--- src/rtl/sram_mem_ctrl.sv ---
// MEM-stage controller mapping 32-bit loads/stores onto a 16-bit async SRAM as two halfword phases.
// Optional stall counter output enabled by defining SRAM_STALL_CNT_EN.
module sram_mem_ctrl #(
  parameter int unsigned BASE_ADDR   = 1024,
  parameter int unsigned WAIT_CYCLES = 2
) (
  input  logic        clk,
  input  logic        rst,
  input  logic        rd_en,
  input  logic        wr_en,
  input  logic [31:0] address,
  input  logic [31:0] write_data,
  output logic [31:0] read_data,
  output logic        ready,
  output logic [17:0] sram_addr,
  output logic [15:0] sram_dq_out,
  output logic        sram_dq_oe,
  output logic        sram_we_n,
`ifdef SRAM_STALL_CNT_EN
  output logic [31:0] stall_cnt,
`endif
  input  logic [15:0] sram_dq_in
);

  typedef enum logic [1:0] {IDLE, LOW, HIGH, DONE} state_t;

  localparam logic [3:0] WLAST = 4'(WAIT_CYCLES - 1);

  state_t      state;
  logic [3:0]  wcnt;
  logic        op_wr;
  logic [15:0] wdata_hi;
  logic [16:0] word_c;

  // Halfword-pair index of the requested word; offset bits above 18 alias away.
  assign word_c = 17'((address - 32'(BASE_ADDR)) >> 2);

  assign ready = ((state == IDLE) && !rd_en && !wr_en) || (state == DONE);

  always_ff @(posedge clk) begin
    if (rst) begin
      state       <= IDLE;
      wcnt        <= '0;
      op_wr       <= 1'b0;
      wdata_hi    <= '0;
      read_data   <= '0;
      sram_addr   <= '0;
      sram_dq_out <= '0;
      sram_we_n   <= 1'b1;
      sram_dq_oe  <= 1'b0;
    end else begin
      case (state)
        IDLE: begin
          if (rd_en || wr_en) begin
            state       <= LOW;
            op_wr       <= wr_en;
            wdata_hi    <= write_data[31:16];
            sram_addr   <= {word_c, 1'b0};
            sram_dq_out <= write_data[15:0];
            sram_we_n   <= ~wr_en;
            sram_dq_oe  <= wr_en;
            wcnt        <= '0;
          end
        end
        LOW: begin
          if (wcnt == WLAST) begin
            if (!op_wr) read_data[15:0] <= sram_dq_in;
            state       <= HIGH;
            sram_addr   <= {sram_addr[17:1], 1'b1};
            sram_dq_out <= wdata_hi;
            wcnt        <= '0;
          end else begin
            wcnt <= wcnt + 4'd1;
          end
        end
        HIGH: begin
          if (wcnt == WLAST) begin
            if (!op_wr) read_data[31:16] <= sram_dq_in;
            state      <= DONE;
            sram_we_n  <= 1'b1;
            sram_dq_oe <= 1'b0;
            wcnt       <= '0;
          end else begin
            wcnt <= wcnt + 4'd1;
          end
        end
        default: state <= IDLE;
      endcase
    end
  end

`ifdef SRAM_STALL_CNT_EN
  // Saturating count of frozen pipeline cycles.
  always_ff @(posedge clk) begin
    if (rst) begin
      stall_cnt <= '0;
    end else if (!ready && (stall_cnt != 32'hFFFF_FFFF)) begin
      stall_cnt <= stall_cnt + 32'd1;
    end
  end
`endif

endmodule

--- config.mk ---
export PLATFORM = sky130hd
export DESIGN_NAME = sram_mem_ctrl
export DESIGN_NICKNAME = d
export VERILOG_FILES = /design/src/rtl/sram_mem_ctrl.sv
export SDC_FILE = /design/constraint.sdc
export NUM_CORES = 1
export LEC_CHECK = 0
export CORE_ASPECT_RATIO = 0.9
export CORE_MARGIN = 1.5
export CORE_UTILIZATION = 40
export DETAILED_ROUTE_END_ITERATION = 7
export GPL_TIMING_DRIVEN = 0
export PLACE_DENSITY_LB_ADDON = 0.25
export SYNTH_ARGS = -nofsm -noshare
export SYNTH_HDL_FRONTEND = slang
export SYNTH_SLANG_ARGS = --single-unit
--- constraint.sdc ---
create_clock -name clk -period 1.7 [get_ports clk]
set_input_delay 0.17 -clock clk [delete_from_list [all_inputs] [get_ports clk]]
set_output_delay 0.17 -clock clk [all_outputs]
set_load 0.005 [all_outputs]
==> results.rst, run 1 <==
.. list-table::
   :header-rows: 1

   * - Metric
     - Value
   * - Status
     - complete, but fails checks
   * - Failing checks
     - setup timing
   * - Die height
     - 97.8 um
   * - Number of warnings printed during yosys synthesis
     - 0
   * - Floorplan row count
     - 34
   * - Worst reg2reg setup slack
     - -0.04 ns
   * - Total Neg Setup Slack
     - -0.315 ns
   * - Net count, final
     - 692
   * - Count of final setup violators
     - 11
   * - WHS Endpoint
     - sram_addr[9]
   * - Die outline area
     - 0.0106 mm2
   * - Filler cells
     - 894
   * - Critical register-to-register path endpoint
     - sram_dq_out[1]
   * - CTS tree
     - done
   * - Number of buffers on the longest clock path
     - 2
   * - Pins Over Slew Limit
     - 0
   * - Share of layout cells above drive strength 1
     - 11.9%
   * - Critical R2R Launch
     - wcnt[0]
   * - Synthesized netlist cell count
     - 449
   * - Data arrival, critical path
     - 1.98 ns
   * - Worst-case hold slack
     - 0.250 ns
   * - Number of buffers inserted during clock tree synthesis
     - 9
   * - Max transition margin
     - 59.9%
   * - Count of input and output buffers
     - 136
   * - Path type of the worst setup path
     - flop to flop
   * - Post-DP HPWL
     - 7980 um
   * - Post-synthesis average cell area
     - 8.90 um2
   * - Worst Skew
     - 0.00985 ns
   * - Unrepaired setup endpoints after global routing
     - true
   * - Slew of the pin with the lowest slew margin
     - 0.602 ns
   * - Power density relative to cell area
     - 1360 mW/mm2
   * - Final critical-path share of the clock period
     - 102%
   * - Antenna diode count
     - 0
   * - Final weighted congestion in routability-driven placement
     - 0.882
   * - Register bit count reported by yosys
     - 91
   * - Core region area
     - 0.00970 mm2
   * - Clock root cell
     - sky130_fd_sc_hd__clkbuf_8
   * - First-pass GRT wire length
     - 17400 um
   * - Number of top-level pins
     - 153
   * - Max-cap violations
     - 0
   * - Count of cells along the worst register-to-register path
     - 6
   * - Sequential cell area fraction in the yosys report
     - 45.6%
   * - Detailed-route DRC error count
     - 0
   * - Largest net degree at the start of global routing
     - 17
   * - Highest fanout seen on the critical path
     - 10
   * - Cell area after placement
     - 0.00553 mm2
   * - # clock sinks
     - 91
   * - Number of hold violations in the final report
     - 0
   * - Total vias in the final route
     - 3683
   * - Synth unique cells
     - 46
   * - Post-synthesis async set-or-reset flop share
     - 0%
   * - Antenna violations before repair
     - 0
   * - Synth-to-Final Area Change
     - 47.3%
   * - PnR worst setup slack
     - -0.0356 ns
   * - GRT overflow
     - 0
   * - Static leakage power
     - 2.31 nW
   * - Netlist area before placement
     - 0.00400 mm2
   * - Top_reg_cell synth
     - sky130_fd_sc_hd__dfxtp_1
   * - CTS clk-pin slew, worst paths
     - 0.09 ns
   * - Average wire length per cell after detail routing
     - 14.9 um
   * - Detailed router's first-iteration violation count
     - 162
   * - CP Capture Type
     - flop
   * - Initial core utilization
     - 41.2%
   * - Kind of start point of the critical path
     - flop
   * - Final design area excluding fillers
     - 0.00589 mm2
   * - Tightest Hold Check Type
     - input port to flop
   * - H-Tree Depth
     - 3
   * - Highest ir drop seen on vdd
     - 0.662 mV
   * - Number of cells traversed by the worst hold path
     - 3
   * - Width of the die
     - 108 um
   * - WP data required
     - 1.94 ns
   * - Latest clock arrival within the worst-skew pair
     - 0.35 ns
   * - Tmin final
     - 1.74 ns
   * - Global Route Usage Sum
     - 20.6%
   * - Vias in the first global route
     - 3639
   * - Top achievable clock speed
     - 0.576 GHz
   * - Routed via count divided by cell count
     - 5.05
   * - Start point of the worst hold path
     - address[10]
   * - Length of the first detailed-routing pass in iterations
     - 4
   * - Final WL
     - 10900 um
   * - Post-Synthesis Net Count
     - 542
   * - Setup slack after placement
     - -0.406 ns
   * - Final antenna-violating net count
     - 0
   * - Count of flip-flops with a built-in enable after synthesis
     - 0
## kinds of logic (layout without fill, tap and decap cells)
logic type | Yosys count | after routing | share of synthesized area, %
DFF | 91 | 91 | 45.6
and+or+nand+nor | 189 | 189 | 21.8
buffers and inverters | 37 | 192 | 3.97
AOI/OAI and AO/OA | 55 | 55 | 8.45
xor gates and xnor gates | 3 | 3 | 0.657
adders and majority gates | 9 | 9 | 2.82
muxes | 65 | 65 | 16.8
## state kept, by name (all words and copies together), names as in the netlist
| signal | flops |
|---|---|
| wdata_hi | 16 |
| op_wr | 1 |
| sram_dq_oe | 1 |
| state | 2 |
| sram_dq_out | 16 |
| read_data | 32 |
| wcnt | 4 |
| sram_we_n | 1 |
| sram_addr | 18 |
## worst max-delay path: stages, from the launching register on
cell	delay [ns]
sky130_fd_sc_hd__dfxtp_4	0.39
sky130_fd_sc_hd__ha_4	0.14
sky130_fd_sc_hd__or3b_4	0.38
sky130_fd_sc_hd__a211o_1	0.29
sky130_fd_sc_hd__buf_6	0.15
sky130_fd_sc_hd__buf_12	0.15
sky130_fd_sc_hd__mux2i_1	0.11
## synth_stat cells, types with 2 or more instances
master | n | area share, %
sky130_fd_sc_hd__or3_1 | 8 | 1.3
sky130_fd_sc_hd__or4_1 | 3 | 0.56
sky130_fd_sc_hd__nand4_1 | 2 | 0.31
sky130_fd_sc_hd__buf_2 | 4 | 0.50
sky130_fd_sc_hd__inv_1 | 8 | 0.75
sky130_fd_sc_hd__a211oi_1 | 3 | 0.56
sky130_fd_sc_hd__o2bb2ai_1 | 2 | 0.44
sky130_fd_sc_hd__nor3_1 | 5 | 0.63
sky130_fd_sc_hd__mux2_2 | 16 | 4.5
sky130_fd_sc_hd__mux2i_1 | 49 | 12
sky130_fd_sc_hd__nor2_1 | 5 | 0.47
sky130_fd_sc_hd__xnor2_1 | 3 | 0.66
sky130_fd_sc_hd__nand2_1 | 132 | 12
sky130_fd_sc_hd__nand2b_1 | 2 | 0.31
sky130_fd_sc_hd__nor3b_1 | 2 | 0.38
sky130_fd_sc_hd__o211ai_1 | 2 | 0.38
sky130_fd_sc_hd__clkbuf_1 | 21 | 2.0
sky130_fd_sc_hd__nand3b_1 | 8 | 1.5
sky130_fd_sc_hd__o2111ai_1 | 3 | 0.66
sky130_fd_sc_hd__nand3_1 | 10 | 1.3
sky130_fd_sc_hd__ha_1 | 9 | 2.8
sky130_fd_sc_hd__dfxtp_1 | 91 | 46
sky130_fd_sc_hd__or3b_2 | 2 | 0.44
sky130_fd_sc_hd__a21oi_1 | 30 | 3.8
sky130_fd_sc_hd__and2_1 | 2 | 0.31
sky130_fd_sc_hd__buf_6 | 2 | 0.56
sky130_fd_sc_hd__o21a_1 | 2 | 0.38
sky130_fd_sc_hd__o21ai_0 | 5 | 0.63
## placed cells by master, fill, tap and decap left out, drive strengths merged, types with 10 or more instances in the layout
cell type,n
a21oi,30
buf,14
clkbuf,28
clkdlybuf4s50,133
dfxtp,91
inv,10
mux2,16
mux2i,49
nand2,132
nand3,10
## worst max-delay path by stage
stage,start,to
after global placement,address[10],sram_addr[17]
after global routing,wcnt[1],sram_dq_out[15]
after detailed placement,wr_en,sram_addr[9]
final,wcnt[0],sram_dq_out[1]
after floorplan,wcnt[1],sram_dq_out[0]
after CTS,state[0],ready
## metal layers
layer | share of wire (%) | vias to the layer above | GRT usage, %
met5 | 0 | - | 0
met4 | 1.5 | 0 | 5.67
met3 | 5.9 | 16 | 4.47
met2 | 50 | 117 | 36.3
met1 | 43 | 1721 | 25.0
li1 | - | 1829 | -
## metrics by stage
| step | power [mW] | std cells | utilization (%) |
|---|---|---|---|
| after CTS | 8.00 | 731 | 60.6 |
| after detailed placement | 6.09 | 711 | 57.0 |
| after global placement | 6.01 | 711 | 57.0 |
| final | 8.01 | 730 | 60.7 |
| after floorplan | 4.78 | 449 | - |
| after global routing | 8.46 | 730 | 60.7 |
## power breakdown
part / internal (mW) / switching [mW] / total [mW]
logic: 1.89 / 1.67 / 3.57
clock network: 0.832 / 0.781 / 1.61
registers: 2.58 / 0.256 / 2.83
total: 5.30 / 2.71 / 8.01
## final cells by class
cell class	count	area (um2)	share of cell area [%]
Sequential cell	91	1830	31.1
Buffer	25	149	2.53
Inverter	9	38.8	0.659
Clock buffer	10	128	2.17
Multi-Input combinational cell	321	2080	35.4
Tap cell	126	158	2.68
Clock inverter	6	88.8	1.51
Timing Repair Buffer	142	1410	23.9
## repair_timing
| action | in CTS | in global routing |
|---|---|---|
| pin swaps | 3 | 2 |
| gates resized for setup | 38 | 12 |
| endpoints found under the setup margin | 73 | 45 |
| setup buffers | 6 | 0 |
| hold buffers | 0 | 0 |
| hold endpoints to repair | 0 | 0 |
(Power assumes the default switching activity.)
==> inputs of run 2 (changes only) <==
MAX_ROUTING_LAYER = met4   (was unset)
==> run 2 against run 1 <==
Effect of this change: the flow still finishes with violations (setup timing); clock skew shrank 0.00064 ns; total power grew 6.4%; clock power grew 9%; hold slack gained 0.036 ns; largest cell class unchanged; largest power group unchanged; global-route usage grew 1.1 points; combinational power grew 11%; design area grew 1.6%; wire length grew 2.1%; first-iteration DRC count grew 6.2%; flip-flop and latch count is the same; worst setup slack lost 0.0093 ns.
==> results.rst, run 2 (same netlist as run 1, synthesis figures left out) <==
.. list-table::
   :header-rows: 1

   * - Metric
     - Value
   * - Number of buffers on the longest clock path
     - 2 (unchanged)
   * - CP Capture Type
     - output port
   * - Average wire length per cell after detail routing
     - 15.1 um (+1.5%)
   * - Floorplan row count
     - 34 (unchanged)
   * - Cell area after placement
     - 0.00553 mm2 (unchanged)
   * - CTS clk-pin slew, worst paths
     - 0.09 ns (about the same)
   * - Top achievable clock speed
     - 0.573 GHz (-0.53%)
   * - Initial core utilization
     - 41.2% (unchanged)
   * - Hold bufs inserted after CTS
     - 0 (unchanged)
   * - Width of the die
     - 108 um (unchanged)
   * - Pins Over Slew Limit
     - 0 (unchanged)
   * - Number of cells traversed by the worst hold path
     - 4 (+1)
   * - Slew of the pin with the lowest slew margin
     - 0.646 ns (+0.0444 ns)
   * - Core region area
     - 0.00970 mm2 (unchanged)
   * - Number of hold violations in the final report
     - 0 (unchanged)
   * - Net count, final
     - 697 (+0.72%)
   * - Latest clock arrival within the worst-skew pair
     - 0.36 ns (about the same)
   * - Routed via count divided by cell count
     - 5.08 (+0.75%)
   * - Final weighted congestion in routability-driven placement
     - 0.882 (about the same)
   * - Die outline area
     - 0.0106 mm2 (unchanged)
   * - Total Neg Setup Slack
     - -0.0697 ns (+0.246 ns)
   * - Flip-flop count of the largest register after layout
     - 32 (unchanged)
   * - # clock sinks
     - 91 (unchanged)
   * - Most common cell after layout, fill and taps aside
     - sky130_fd_sc_hd__clkdlybuf4s50_1
   * - Final WL
     - 11100 um (+2.1%)
   * - Total vias in the final route
     - 3731 (+1.3%)
   * - Unrepaired setup endpoints after global routing
     - true
   * - Antenna violations before repair
     - 0 (unchanged)
   * - Tightest Hold Check Type
     - input port to flop
   * - Highest ir drop seen on vdd
     - 0.832 mV (+26%)
   * - Largest registers
     - read_data x32, sram_addr x18
   * - Final Power
     - 8.52 mW (+6.4%)
   * - Count of input and output buffers
     - 136 (unchanged)
   * - Highest fanout seen on the critical path
     - 7 (-3)
   * - Worst reg2reg setup slack
     - -0.02 ns (+0.02 ns)
   * - Worst Skew
     - 0.00922 ns (-0.000635 ns)
   * - Critical register-to-register path endpoint
     - sram_dq_out[11]
   * - Data arrival, critical path
     - 1.57 ns (-0.41 ns)
   * - Detailed-route DRC error count
     - 0 (unchanged)
   * - Path type of the worst setup path
     - flop to output port
   * - Final standard cell utilization of the core
     - 61.7% (+0.95 points)
   * - Post-DP HPWL
     - 8040 um (+0.85%)
   * - CTS tree
     - done
   * - Share of layout cells above drive strength 1
     - 12.8% (+0.91 points)
   * - Commonest cells after routing, fill and taps aside
     - 133 x sky130_fd_sc_hd__clkdlybuf4s50_1, 131 x sky130_fd_sc_hd__nand2_1, 87 x sky130_fd_sc_hd__dfxtp_1
   * - Die height
     - 97.8 um (unchanged)
   * - Register ranked first by flip-flop count
     - read_data
   * - Count of cells along the worst register-to-register path
     - 7 (+1)
   * - Vias in the first global route
     - 3738 (+2.7%)
   * - Kind of start point of the critical path
     - flop
   * - First-pass GRT wire length
     - 17700 um (+2.1%)
   * - Number of buffers inserted during clock tree synthesis
     - 9 (unchanged)
   * - Final critical-path share of the clock period
     - 103% (+0.55 points)
   * - PnR worst setup slack
     - -0.0449 ns (-0.00931 ns)
   * - Number of top-level pins
     - 153 (unchanged)
   * - Failing checks
     - setup timing
   * - Worst-case hold slack
     - 0.286 ns (+0.0362 ns)
   * - Synth-to-Final Area Change
     - 49.6%
   * - Largest net degree at the start of global routing
     - 16 (-1)
   * - Status
     - complete, but fails checks
   * - H-Tree Depth
     - 3 (unchanged)
   * - Global Route Usage Sum
     - 21.7% (+1.1 points)
   * - Critical R2R Launch
     - wcnt[1]
   * - Antenna diode count
     - 0 (unchanged)
   * - Final antenna-violating net count
     - 0 (unchanged)
   * - End of the critical path
     - ready
   * - Count of final setup violators
     - 3 (-8)
   * - WP data required
     - 1.53 ns (-0.41 ns)
   * - Power density relative to cell area
     - 1430 mW/mm2 (+4.7%)
   * - Clock root cell
     - sky130_fd_sc_hd__clkbuf_8
   * - GRT overflow
     - 0 (unchanged)
   * - Static leakage power
     - 2.34 nW (+1.6%)
   * - Setup crit start
     - state[0]
   * - Detailed router's first-iteration violation count
     - 172 (+6.2%)
   * - Final design area excluding fillers
     - 0.00598 mm2 (+1.6%)
   * - Max-cap violations
     - 0 (unchanged)
   * - Length of the first detailed-routing pass in iterations
     - 5 (+1)
   * - Tmin final
     - 1.74 ns (+0.00931 ns)
   * - Max transition margin
     - 56.9% (-3.0 points)
-- run 2: how the worst min path moves through the flow --
stage | start | endpoint | slack [ns]
6_report | address[11] | sram_addr[16] | 0.29
5_1_grt | address[11] | sram_addr[16] | 0.31
4_1_cts | address[10] | sram_addr[9] | 0.33
3_5_place_dp | sram_addr[3] | sram_addr[3] | 0.44
3_3_place_gp | sram_addr[3] | sram_addr[3] | 0.44
2_1_floorplan | write_data[16] | wdata_hi[0] | 0.31
-- run 2: worst max-delay path, stage by stage, from the launching register on --
cell                       delay, ns
sky130_fd_sc_hd__dfxtp_4        0.37
sky130_fd_sc_hd__inv_4          0.07
sky130_fd_sc_hd__ha_4           0.16
sky130_fd_sc_hd__or3b_4         0.39
sky130_fd_sc_hd__nand2b_1       0.10
sky130_fd_sc_hd__buf_2          0.13
-- run 2: area by class of cell --
type	instances	area [um2]
Timing Repair Buffer	146	1470
Multi-Input combinational cell	321	2100
Tap cell	126	158
Clock buffer	9	124
Sequential cell	91	1830
Clock inverter	6	114
Fill cell	865	3720
Inverter	9	38.8
Buffer	26	151
-- run 2: repair_timing --
| item | 4_1_cts | 5_1_grt |
|---|---|---|
| cloned | 1 | 0 |
| endpoints found under the setup margin | 77 | 60 |
| pin swaps | 3 | 0 |
| resized for setup | 38 | 17 |
| setup buffers | 8 | 1 |
-- run 2: power breakdown --
part	switching [mW]	leakage, nW	internal, mW
registers	0.246	0.746	2.58
logic	1.79	1.49	2.16
clock network	0.780	0.112	0.974
-- run 2: routing by layer --
layer  part of all wire [%]  vias to the layer above  track usage [%]  wire, um
met5                      0                        -                -         0
met4                    1.3                        0             4.66       146
met3                    6.0                       13             5.74       661
met2                     50                      125             37.0      5510
li1                       -                     1839                -         -
met1                     43                     1754             25.6      4790
-- run 2: per-stage QoR --
stage	std cells	setup slack, ns
2_1_floorplan	449	0.00356
3_3_place_gp	711	-0.375
3_5_place_dp	711	-0.450
4_1_cts	734	-0.121
5_1_grt	734	-0.0874
6_report	734	-0.0449
